**src/rtl/div_ctrl.sv**
```systemverilog
// Sequencing controller between the EX stage and a 32-cycle iterative divider.
// Launches DIV/DIVU, holds the front-end, captures HI/LO and drains cancelled runs.
module div_ctrl #(
  parameter int ZERO_BYPASS = 1
) (
  input  logic        clk,
  input  logic        rst_n,
  input  logic        req,
  input  logic        req_signed,
  input  logic [31:0] opa,
  input  logic [31:0] opb,
  input  logic        flush,
  input  logic        pipe_stall,
  output logic        stall_o,
  output logic        hilo_we,
  output logic [31:0] hi,
  output logic [31:0] lo,
  output logic        div_valid,
  output logic        div_sign,
  output logic [31:0] div_a,
  output logic [31:0] div_b,
  input  logic        div_busy,
  input  logic [63:0] div_result
);

  typedef enum logic [2:0] {
    S_IDLE   = 3'd0,
    S_LAUNCH = 3'd1,
    S_WAIT   = 3'd2,
    S_DONE   = 3'd3,
    S_DRAIN  = 3'd4
  } state_t;

  state_t      state_q, state_d;
  logic [31:0] hi_q, hi_d;
  logic [31:0] lo_q, lo_d;
  logic [31:0] div_a_q, div_a_d;
  logic [31:0] div_b_q, div_b_d;
  logic        div_sign_q, div_sign_d;
  logic        zero_div;

  assign zero_div = (ZERO_BYPASS != 0) && (opb == 32'd0);

  always_comb begin
    state_d    = state_q;
    hi_d       = hi_q;
    lo_d       = lo_q;
    div_a_d    = div_a_q;
    div_b_d    = div_b_q;
    div_sign_d = div_sign_q;
    case (state_q)
      S_IDLE: begin
        if (!flush && req) begin
          if (zero_div) begin
            state_d = S_DONE;
            hi_d    = opa;
            lo_d    = 32'hFFFF_FFFF;
          end else begin
            state_d    = S_LAUNCH;
            div_a_d    = opa;
            div_b_d    = opb;
            div_sign_d = req_signed;
          end
        end
      end
      S_LAUNCH: state_d = flush ? S_DRAIN : S_WAIT;
      S_WAIT: begin
        if (flush) begin
          state_d = S_DRAIN;
        end else if (!div_busy) begin
          state_d = S_DONE;
          hi_d    = div_result[63:32];
          lo_d    = div_result[31:0];
        end
      end
      S_DONE: begin
        if (flush || !pipe_stall) state_d = S_IDLE;
      end
      // The divider cannot be aborted, so a cancelled run is waited out and discarded.
      S_DRAIN: begin
        if (!div_busy) state_d = S_IDLE;
      end
      default: state_d = S_IDLE;
    endcase
  end

  always_ff @(posedge clk or negedge rst_n) begin
    if (!rst_n) begin
      state_q    <= S_IDLE;
      hi_q       <= 32'd0;
      lo_q       <= 32'd0;
      div_a_q    <= 32'd0;
      div_b_q    <= 32'd0;
      div_sign_q <= 1'b0;
    end else begin
      state_q    <= state_d;
      hi_q       <= hi_d;
      lo_q       <= lo_d;
      div_a_q    <= div_a_d;
      div_b_q    <= div_b_d;
      div_sign_q <= div_sign_d;
    end
  end

  // stall_o looks at req in IDLE, so it is gated by rst_n to read 0 while reset is held.
  assign stall_o   = rst_n & (((state_q == S_IDLE) & req & ~flush) |
                              (state_q == S_LAUNCH) | (state_q == S_WAIT) |
                              ((state_q == S_DRAIN) & req));
  assign hilo_we   = (state_q == S_DONE) & ~flush & ~pipe_stall;
  assign div_valid = (state_q == S_LAUNCH);
  assign div_sign  = div_sign_q;
  assign div_a     = div_a_q;
  assign div_b     = div_b_q;
  assign hi        = hi_q;
  assign lo        = lo_q;

endmodule

```
**config.mk**
```make
export PLATFORM = sky130hd
export DESIGN_NAME = div_ctrl
export DESIGN_NICKNAME = d
export VERILOG_FILES = /design/src/rtl/div_ctrl.sv
export SDC_FILE = /design/constraint.sdc
export NUM_CORES = 1
export LEC_CHECK = 0
export ABC_AREA = 1
export CAP_MARGIN = 5
export CORE_MARGIN = 5
export CORE_UTILIZATION = 43
export CTS_BUF_LIST = sky130_fd_sc_hd__clkbuf_16
export DETAILED_ROUTE_END_ITERATION = 7
export GPL_TIMING_DRIVEN = 1
export PLACE_DENSITY = 0.81
export SLEW_MARGIN = 10
export SYNTH_ARGS = -nofsm -noshare
export SYNTH_HDL_FRONTEND = slang
export SYNTH_SLANG_ARGS = --single-unit
```
**constraint.sdc**
```tcl
create_clock -name clk -period 1.8 [get_ports clk]
set_clock_uncertainty 0.1 [all_clocks]
set_input_delay 0.36 -clock clk [delete_from_list [all_inputs] [get_ports clk]]
set_output_delay 0.36 -clock clk [all_outputs]
set_load 0.005 [all_outputs]
```
==> run_results.csv, run 1 <==
group,metric,value,unit
drt,wl,25.4,mm
grt,grt_usage,24.9,%
worst_setup_path,worstSetupStartpointType,"register",
drt,postRouteAntennaNets,0,
die,rows,44,
die,die_y,131,um
pwr,power.leakage,0.00614,uW
die,num_io_pins,267,
grt,antenna_found_initial,0,
clocking,cts.sinks,132,
clocking,cts_buffers,17,
yosys,synth_seq_area_share,52.4,%
clocking,clk_path_buf_depth,2,
yosys,synth.distinct_cells,24,
final_layout,nets,1233,
worst_setup_path,required,1.34,ns
die,start_util,43.5,%
placement,placed_cells,1216,
sta,max_freq,0.505,GHz
clocking,clkTransAtPathRegs,0.06,ns
placement,port_buffers,266,
placement,dpl-instance-area,9270,um2
grt,grt_pass1_vias,6183,
final_layout,final_common_cell,"nand2_1",
final_layout,finalCoreUtilization,79.1,%
final_layout,final_area,11500,um2
drt,vias,6631,
final_layout,area_growth,81.8,%
yosys,synthCells,776,
die,die_area,17200,um2
final_layout,multi_input_area,3160,um2
sta,finalCriticalPeriod,1.98,ns
grt,grt_pass1_wl,32.8,mm
yosys,synth_area_per_cell,8.12,um2
worst_setup_path,cp_top_family,"flip-flops",
drt,vias_per_cell,5.12,
yosys,synth.largest_area_cell,"dfrtp_1",
drt,drc_errors,0,
pwr,p_total,16500,uW
yosys,syn_area,6300,um2
worst_setup_path,crit_path_cell_trace,"inv_2, nor3_4, a21oi_2, a21boi_2, buf_2",
sta,worstMarginPinSlew,0.748,ns
clocking,holdBufCountCts,0,
worst_setup_path,criticalPathCategory,"register to primary output",
drt,drt_first_pass_iters,4,
clocking,clk_latency,0.41,ns
run,max-cap-violations,0,
die,core_area,14500,um2
worst_setup_path,cp_max_fo,3,
drt,wl_per_cell,19.6,um
yosys,synth-main-ff-cell,"dfrtp_1",
sta,setup_viol,67,
clocking,cts_tree,"yes",
yosys,ys_top_cells_by_area,"dfrtp_1, nand2_1, nand3_1",
min_path,min_path_type,"primary input to async pin",
grt,grt_max_degree,133,
yosys,yosysWarnings,0,
yosys,syn_nets,911,
final_layout,seq_area,3300,um2
sta,slew_violations,0,
outcome,violations,"negative hold slack, negative setup slack",
worst_setup_path,cp.arrival,1.52,ns
worst_setup_path,end_kind,"primary output",
yosys,ys_ff_latch,132,
grt,overflow,0,
sta,hold_ws,-0.0674,ns
sta,min_period_over_period,110,%
pwr,p_per_area,1440,nW/um2
die,fp.dieW,131,um
final_layout,layout_common_cells,"nand2_1, clkdlybuf4s50_1, dfrtp_1",
clocking,cts-root-buf,"clkbuf_16",
placement,dpl.hpwl,14.5,mm
yosys,async_flop_share,100,%
final_layout,fill_cells,955,
yosys,synth_top_area_share,52.4,%
sta,rsz0062_at_grt,"true",
final_layout,stdcell_count,1295,
worst_setup_path,crit_buf_inv,2,
final_layout,drive_gt1_share,26.8,%
final_layout,antenna_cells,0,
drt,first_iter_violations,367,
sta,slew_headroom,50.1,%
clocking,h-tree-depth,4,
outcome,status,"complete, but fails checks",
worst_setup_path,crit_path_top_delay_cell,"dfrtp_1",
yosys,synth_edf_count,0,
worst_setup_path,slowest_delay,0.40,ns
pwr,vdd_drop_max,0.774,mV
placement,place_congestion,0.831,
sta,postLayoutSetupSlackWorst,-0.182,ns
sta,hold_viol,32,
-- worst reg2reg max path, cell delays in order, from the launching register on --
cell       delay, ns
dfrtp_1         0.38
inv_2           0.13
nor2_4          0.05
nand2_2         0.08
buf_6           0.12
inv_8           0.03
a21oi_4         0.18
buf_6           0.14
nand2_8         0.10
buf_12          0.17
clkbuf_16       0.17
nand3_2         0.08
nand2_1         0.07
-- cell type report --
class / count / share of cell area, %
Sequential cell: 132 / 28.8
Clock inverter: 15 / 1.65
Timing Repair Buffer: 352 / 35.6
Multi-Input combinational cell: 580 / 27.6
Inverter: 15 / 0.601
Tap cell: 184 / 2.01
Clock buffer: 17 / 3.71
-- per-layer routing --
layer | GRT usage, % | part of all wire (%) | up-vias
li1 | - | - | 3110
met1 | 31.0 | 39 | 3169
met2 | 41.3 | 49 | 294
met3 | 8.17 | 8.5 | 58
met4 | 7.92 | 3.2 | 0
met5 | 0 | 0 | -
-- kinds of logic (layout without fill, tap and decap cells) --
kind of cell / after synthesis / count (layout) / synth area share, %
AND/OR/NAND/NOR: 570 / 572 / 40.0
buffers and inverters: 66 / 399 / 6.73
flip-flops: 132 / 132 / 52.4
AO/OA/AOI/OAI: 8 / 8 / 0.874
-- state kept, by name (all words and copies together) (netlist names) --
| name | count |
|---|---|
| hi | 32 |
| lo | 32 |
| div_b | 32 |
| div_sign | 1 |
| state_q | 3 |
| div_a | 32 |
-- cell usage after synthesis, types with 2 or more instances --
| cell type | n |
|---|---|
| a21oi_1 | 2 |
| nand3_1 | 112 |
| dfrtp_1 | 132 |
| nand2_2 | 2 |
| clkbuf_1 | 4 |
| nor2_1 | 24 |
| buf_4 | 11 |
| or2_2 | 32 |
| nand3_2 | 21 |
| buf_6 | 14 |
| inv_1 | 12 |
| o21ai_0 | 3 |
| inv_2 | 2 |
| nand2_1 | 374 |
| buf_2 | 22 |
-- per-stage QoR --
| stage | setup WS, ns | TNS, ns |
|---|---|---|
| 6_report | -0.182 | -5.57 |
| 5_1_grt | -0.244 | -10.19 |
| 4_1_cts | -0.168 | -0.661 |
| 3_5_place_dp | -0.669 | -55.21 |
| 3_3_place_gp | -0.699 | -52.36 |
| 2_1_floorplan | 0.284 | 0 |
-- power breakdown --
part | total [uW] | leakage, uW | internal [uW] | switching (uW)
combinational | 7540 | 0.00420 | 4300 | 3240
sequential | 5310 | 0.00163 | 4380 | 930
clock | 3630 | 0.000302 | 2300 | 1320
-- path summary, 6_finish.rpt --
kind	startpoint	endpoint	slack (ns)	depth (start not counted)
setup / recovery	state_q[2]$_DFFE_PN0P_	stall_o	-0.18	5
hold / removal	rst_n	hi[4]$_DFFE_PN0P_	-0.07	2
setup reg to reg	state_q[1]$_DFFE_PN0P_	hi[28]$_DFFE_PN0P_	-0.12	12
hold reg to reg	div_a[28]$_DFFE_PN0P_	div_a[28]$_DFFE_PN0P_	0.37	2
max in group asynchronous	rst_n	state_q[0]$_DFFE_PN0P_	1.06	2
min in group clk	opb[16]	div_b[16]$_DFFE_PN0P_	0.12	3
-- repair_timing --
item / CTS / global route
gates resized for setup: 53 / 193
cloned: 6 / 22
pin swaps: 9 / 109
setup buffers: 13 / 15
endpoints found under the setup margin: 75 / 161
Note: power is estimated with default switching activity, not from simulation.
==> run 2, diff against run 1 <==
--- a/config.mk
+++ b/config.mk
@@ -10,9 +10,11 @@
 export CORE_MARGIN = 5
 export CORE_UTILIZATION = 43
 export CTS_BUF_LIST = sky130_fd_sc_hd__clkbuf_16
+export CTS_CLUSTER_DIAMETER = 200
 export DETAILED_ROUTE_END_ITERATION = 7
 export GPL_TIMING_DRIVEN = 1
 export PLACE_DENSITY = 0.81
+export SKIP_CTS_REPAIR_TIMING = 1
 export SLEW_MARGIN = 10
 export SYNTH_ARGS = -nofsm -noshare
 export SYNTH_HDL_FRONTEND = slang
==> run 2 against run 1 <==
  * Register-to-register slack barely moved
  * Via count fell by 6.3%
  * Sequential share of layout area rose by 3.2 points
  * Combinational power fell by 13%
  * The flow finishes with violations (negative setup slack)
==> run_results.csv, run 2 (same netlist as run 1, synthesis figures left out) <==
group,metric,value,unit
drt,drc_errors,0,
placement,place_congestion,0.831,
die,rows,44,
outcome,violations,"negative setup slack",
worst_setup_path,slowest_delay,0.41,ns
clocking,cts_tree,"yes",
grt,overflow,0,
min_path,min_path_type,"primary input to async pin",
drt,wl,21.3,mm
sta,min_period_over_period,109,%
sta,tns,-5.94,ns
die,die_area,17200,um2
outcome,status,"complete, but fails checks",
sta,slew_violations,0,
drt,postRouteAntennaNets,0,
sta,finalCriticalPeriod,1.97,ns
grt,grt_pass1_vias,5971,
sta,postLayoutSetupSlackWorst,-0.166,ns
final_layout,fill_cells,1120,
pwr,netSwitchingFraction,31.5,%
clocking,cts_buffers,17,
sta,max_freq,0.509,GHz
die,core_area,14500,um2
worst_setup_path,end_kind,"primary output",
final_layout,antenna_cells,0,
pwr,power.leakage,0.00541,uW
die,start_util,43.5,%
pwr,combPwrFrac,42.8,%
pwr,clock_power_share,23.4,%
final_layout,area_growth,63.7,%
placement,dpl.hpwl,14.5,mm
pwr,p_per_area,1490,nW/um2
final_layout,multi_input_area,2640,um2
drt,wl_per_cell,16.8,um
clocking,clk_path_buf_depth,2,
drt,vias_per_cell,4.91,
grt,grt_max_degree,133,
grt,grt_usage,23.3,%
drt,vias,6210,
pwr,internal-power,10500,uW
clocking,clk_latency,0.41,ns
drt,drt_first_pass_iters,5,
sta,hold_viol,0,
sta,setup_viol,67,
worst_setup_path,cp.arrival,1.51,ns
placement,port_buffers,266,
grt,grt_pass1_wl,31.0,mm
grt,antenna_found_initial,0,
final_layout,drive_gt1_share,15.5,%
worst_setup_path,worstSetupStartpointType,"register",
final_layout,finalCoreUtilization,71.2,%
worst_setup_path,required,1.34,ns
run,max-cap-violations,0,
clocking,clkTransAtPathRegs,0.06,ns
sta,slew_headroom,53.7,%
worst_setup_path,criticalPathCategory,"register to primary output",
pwr,vdd_drop_max,0.759,mV
worst_setup_path,cp_top_family,"flip-flops",
sta,worstMarginPinSlew,0.694,ns
sta,rsz0062_at_grt,"true",
die,fp.dieW,131,um
clocking,h-tree-depth,4,
die,die_y,131,um
drt,first_iter_violations,298,
worst_setup_path,crit_buf_inv,2,
worst_setup_path,crit_path_cell_trace,"inv_2, nand3_1, nand2_2, a21oi_1, a21boi_2, buf_2",
clocking,cts.sinks,132,
final_layout,seq_area,3300,um2
die,num_io_pins,267,
final_layout,final_common_cell,"nand2_1",
worst_setup_path,crit_path_top_delay_cell,"dfrtp_1",
clocking,cts-root-buf,"clkbuf_16",
pwr,power.share.sequential,33.8,%
pwr,power.switching,4850,uW
final_layout,layout_common_cells,"nand2_1, clkdlybuf4s50_1, dfrtp_1",
worst_setup_path,cp_max_fo,3,
final_layout,nets,1204,
==> run 2: per-layer routing <==
layer  GRT usage (%)  vias to the layer above  wire length, um
met3            8.58                       41             2200
met2            37.7                      276            10000
li1                -                     3040                -
met1            28.9                     2853             8530
met5               0                        -                0
met4            8.05                        0              536
==> run 2: power by group through the flow <==
stage	sequential [uW]	clock (uW)	combinational, uW
after floorplan	5280	0	2210
after global placement	5190	0	6250
after detailed placement	5240	0	6400
after CTS	5220	3660	6430
after global routing	5390	3810	7230
final	5200	3600	6580
==> run 2: final cells by class <==
class / instances / share of cell area [%]
repair buffers: 325 / 33.6
flip-flops and latches: 132 / 32.0
multi-input cells: 578 / 25.6
clock buffers: 17 / 4.13
well taps: 184 / 2.23
clock inverters: 15 / 1.83
inverters: 15 / 0.595
==> run 2: final timing paths <==
| check | to | slack, ns | cells after the start | from |
|---|---|---|---|---|
| min | hi[7]$_DFFE_PN0P_ | 0.005 | 2 | rst_n |
| min reg2reg | div_b[31]$_DFFE_PN0P_ | 0.37 | 2 | div_b[31]$_DFFE_PN0P_ |
| max reg2reg | hi[10]$_DFFE_PN0P_ | -0.12 | 11 | state_q[1]$_DFFE_PN0P_ |
| max in group asynchronous | div_a[16]$_DFFE_PN0P_ | 1.12 | 2 | rst_n |
| min in group clk | div_b[16]$_DFFE_PN0P_ | 0.12 | 3 | opb[16] |
| max | stall_o | -0.17 | 6 | state_q[1]$_DFFE_PN0P_ |
==> run 2: through the flow <==
stage	instances	total power (uW)	setup slack (ns)	instance area, um2	hold slack (ns)
floorplan	776	7500	0.284	6300	-0.0356
CTS	1248	15300	-0.722	9890	0.0120
global placement	1216	11400	-0.699	9270	0.353
finish	1266	15400	-0.166	10300	0.00530
global route	1266	16400	-0.241	10300	0.0590
detailed placement	1216	11600	-0.669	9270	0.358
==> run 3, diff against run 2 <==
--- a/config.mk
+++ b/config.mk
@@ -6,7 +6,6 @@
 export NUM_CORES = 1
 export LEC_CHECK = 0
 export ABC_AREA = 1
-export CAP_MARGIN = 5
 export CORE_MARGIN = 5
 export CORE_UTILIZATION = 43
 export CTS_BUF_LIST = sky130_fd_sc_hd__clkbuf_16
@@ -14,6 +13,7 @@
 export DETAILED_ROUTE_END_ITERATION = 7
 export GPL_TIMING_DRIVEN = 1
 export PLACE_DENSITY = 0.81
+export SETUP_SLACK_MARGIN = 0.3
 export SKIP_CTS_REPAIR_TIMING = 1
 export SLEW_MARGIN = 10
 export SYNTH_ARGS = -nofsm -noshare
==> run 3 against run 2 <==
  * Largest power group unchanged
  * Die area did not move
  * Critical path type unchanged
  * The run ends with negative hold slack, negative setup slack left
  * Non-clock buffer count rose by 29
  * Clock power rose by 1%
  * Highest routed layer unchanged
==> run_results.csv, run 3 (same netlist as run 1, synthesis figures left out) <==
group,metric,value,unit
outcome,status,"complete, but fails checks",
outcome,violations,"negative hold slack, negative setup slack",
die,die_area,17200,um2
grt,grt_usage,23.4,%
die,die_y,131,um
sta,worstMarginPinSlew,0.774,ns
clocking,clkTransAtPathRegs,0.07,ns
drt,postRouteAntennaNets,0,
final_layout,drive_gt1_share,22.7,%
sta,finalCriticalPeriod,1.98,ns
grt,overflow,0,
die,start_util,43.5,%
die,core_area,14500,um2
drt,wl,25.8,mm
worst_setup_path,crit_start,"state_q[0]$_DFFE_PN0P_",
sta,max_freq,0.506,GHz
grt,grt_pass1_vias,6098,
final_layout,nets,1234,
die,num_io_pins,267,
drt,vias_per_cell,5.29,
sta,hold_ws,-0.102,ns
final_layout,stdcell_count,1297,
sta,setup_viol,70,
worst_setup_path,worstSetupStartpointType,"register",
clocking,cts.sinks,132,
placement,place_ws,-0.502,ns
drt,vias,6856,
worst_setup_path,end_kind,"primary output",
min_path,min_path_type,"primary input to async pin",
die,fp.dieW,131,um
pwr,p_total,15900,uW
sta,rsz0062_at_grt,"true",
pwr,p_per_area,1400,nW/um2
placement,placed_cells,1218,
drt,drt_first_pass_iters,5,
placement,dpl.hpwl,14.2,mm
clocking,cts_buffers,17,
drt,drc_errors,0,
drt,wl_per_cell,19.9,um
sta,hold_viol,43,
sta,min_period_over_period,110,%
clocking,clk_path_buf_depth,2,
clocking,cts-root-buf,"clkbuf_16",
final_layout,final_common_cell,"nand2_1",
die,rows,44,
worst_setup_path,criticalPathCategory,"register to primary output",
clocking,cts_tree,"yes",
final_layout,layout_common_cells,"nand2_1, dlymetal6s2s_1, dfrtp_1",
sta,postLayoutSetupSlackWorst,-0.176,ns
worst_setup_path,cp_max_fo,4,
grt,grt_max_degree,133,
final_layout,fill_cells,905,
grt,antenna_found_initial,1,
clocking,h-tree-depth,4,
pwr,vdd_drop_max,0.924,mV
run,max-cap-violations,0,
worst_setup_path,r2r_start,"state_q[1]$_DFFE_PN0P_",
worst_setup_path,required,1.34,ns
sta,slew_violations,0,
placement,port_buffers,266,
worst_setup_path,cp.arrival,1.52,ns
pwr,power.leakage,0.00705,uW
placement,place_congestion,0.851,
sta,slew_headroom,48.4,%
clocking,clk_latency,0.42,ns
final_layout,area_growth,80.3,%
drt,first_iter_violations,368,
sta,tns,-3.40,ns
grt,grt_pass1_wl,31.2,mm
-- run 3: changes by cell type in the layout (fill, tap and decap cells not counted), sizes merged --
cell / delta
diode: +1
clkbuf: +7
dlymetal6s2s: +107
buf: +22
nand2: +1
clkdlybuf4s50: -107
-- run 3: layout make-up --
class                   instances  area [um2]  area share (%)
repair buffers                354        4180            36.8
flip-flops and latches        132        3300            29.1
multi-input cells             579        2950            26.0
clock buffers                  17         425            3.75
well taps                     184         230            2.03
clock inverters                15         189            1.66
inverters                      15        78.8           0.694
diodes                          1        2.50          0.0220
-- run 3: through the flow --
stage / utilization, % / area [um2]
after floorplan: - / 6330
after global placement: 64.1 / 9270
after detailed placement: 64.1 / 9270
after CTS: 68.3 / 9890
after global routing: 78.4 / 11400
final: 78.4 / 11400
-- run 3: worst max-delay path, cell delays in order, from the launching register on --
cell      delay (ns)
dfrtp_1         0.46
inv_2           0.10
nand3_1         0.13
inv_2           0.10
nand2_1         0.08
a21boi_2        0.12
buf_2           0.12
-- run 3: final timing paths --
check                                             end  slack, ns  cells after the start
worst min-delay path            div_b[24]$_DFFE_PN0P_      -0.10                      2
max in group asynchronous          hi[11]$_DFFE_PN0P_       1.08                      2
worst max-delay path                          stall_o      -0.18                      6
worst max register to register     lo[13]$_DFFE_PN0P_      -0.07                     11
worst min register to register  div_b[13]$_DFFE_PN0P_       0.36                      2
min in group clk                 div_b[9]$_DFFE_PN0P_       0.14                      3
-- run 3: report_power, final --
part           switching, uW  internal [uW]
clock                   1340           2300
sequential               885           4380
combinational           3080           3860
total                   5310          10500
-- run 3: layer usage --
layer,vias to the layer above,global-route usage [%],routed length (um)
met5,-,0,0
met4,0,11.3,1140
met3,95,6.46,1950
met2,316,39.3,13600
met1,3345,27.8,9050
li1,3100,-,-
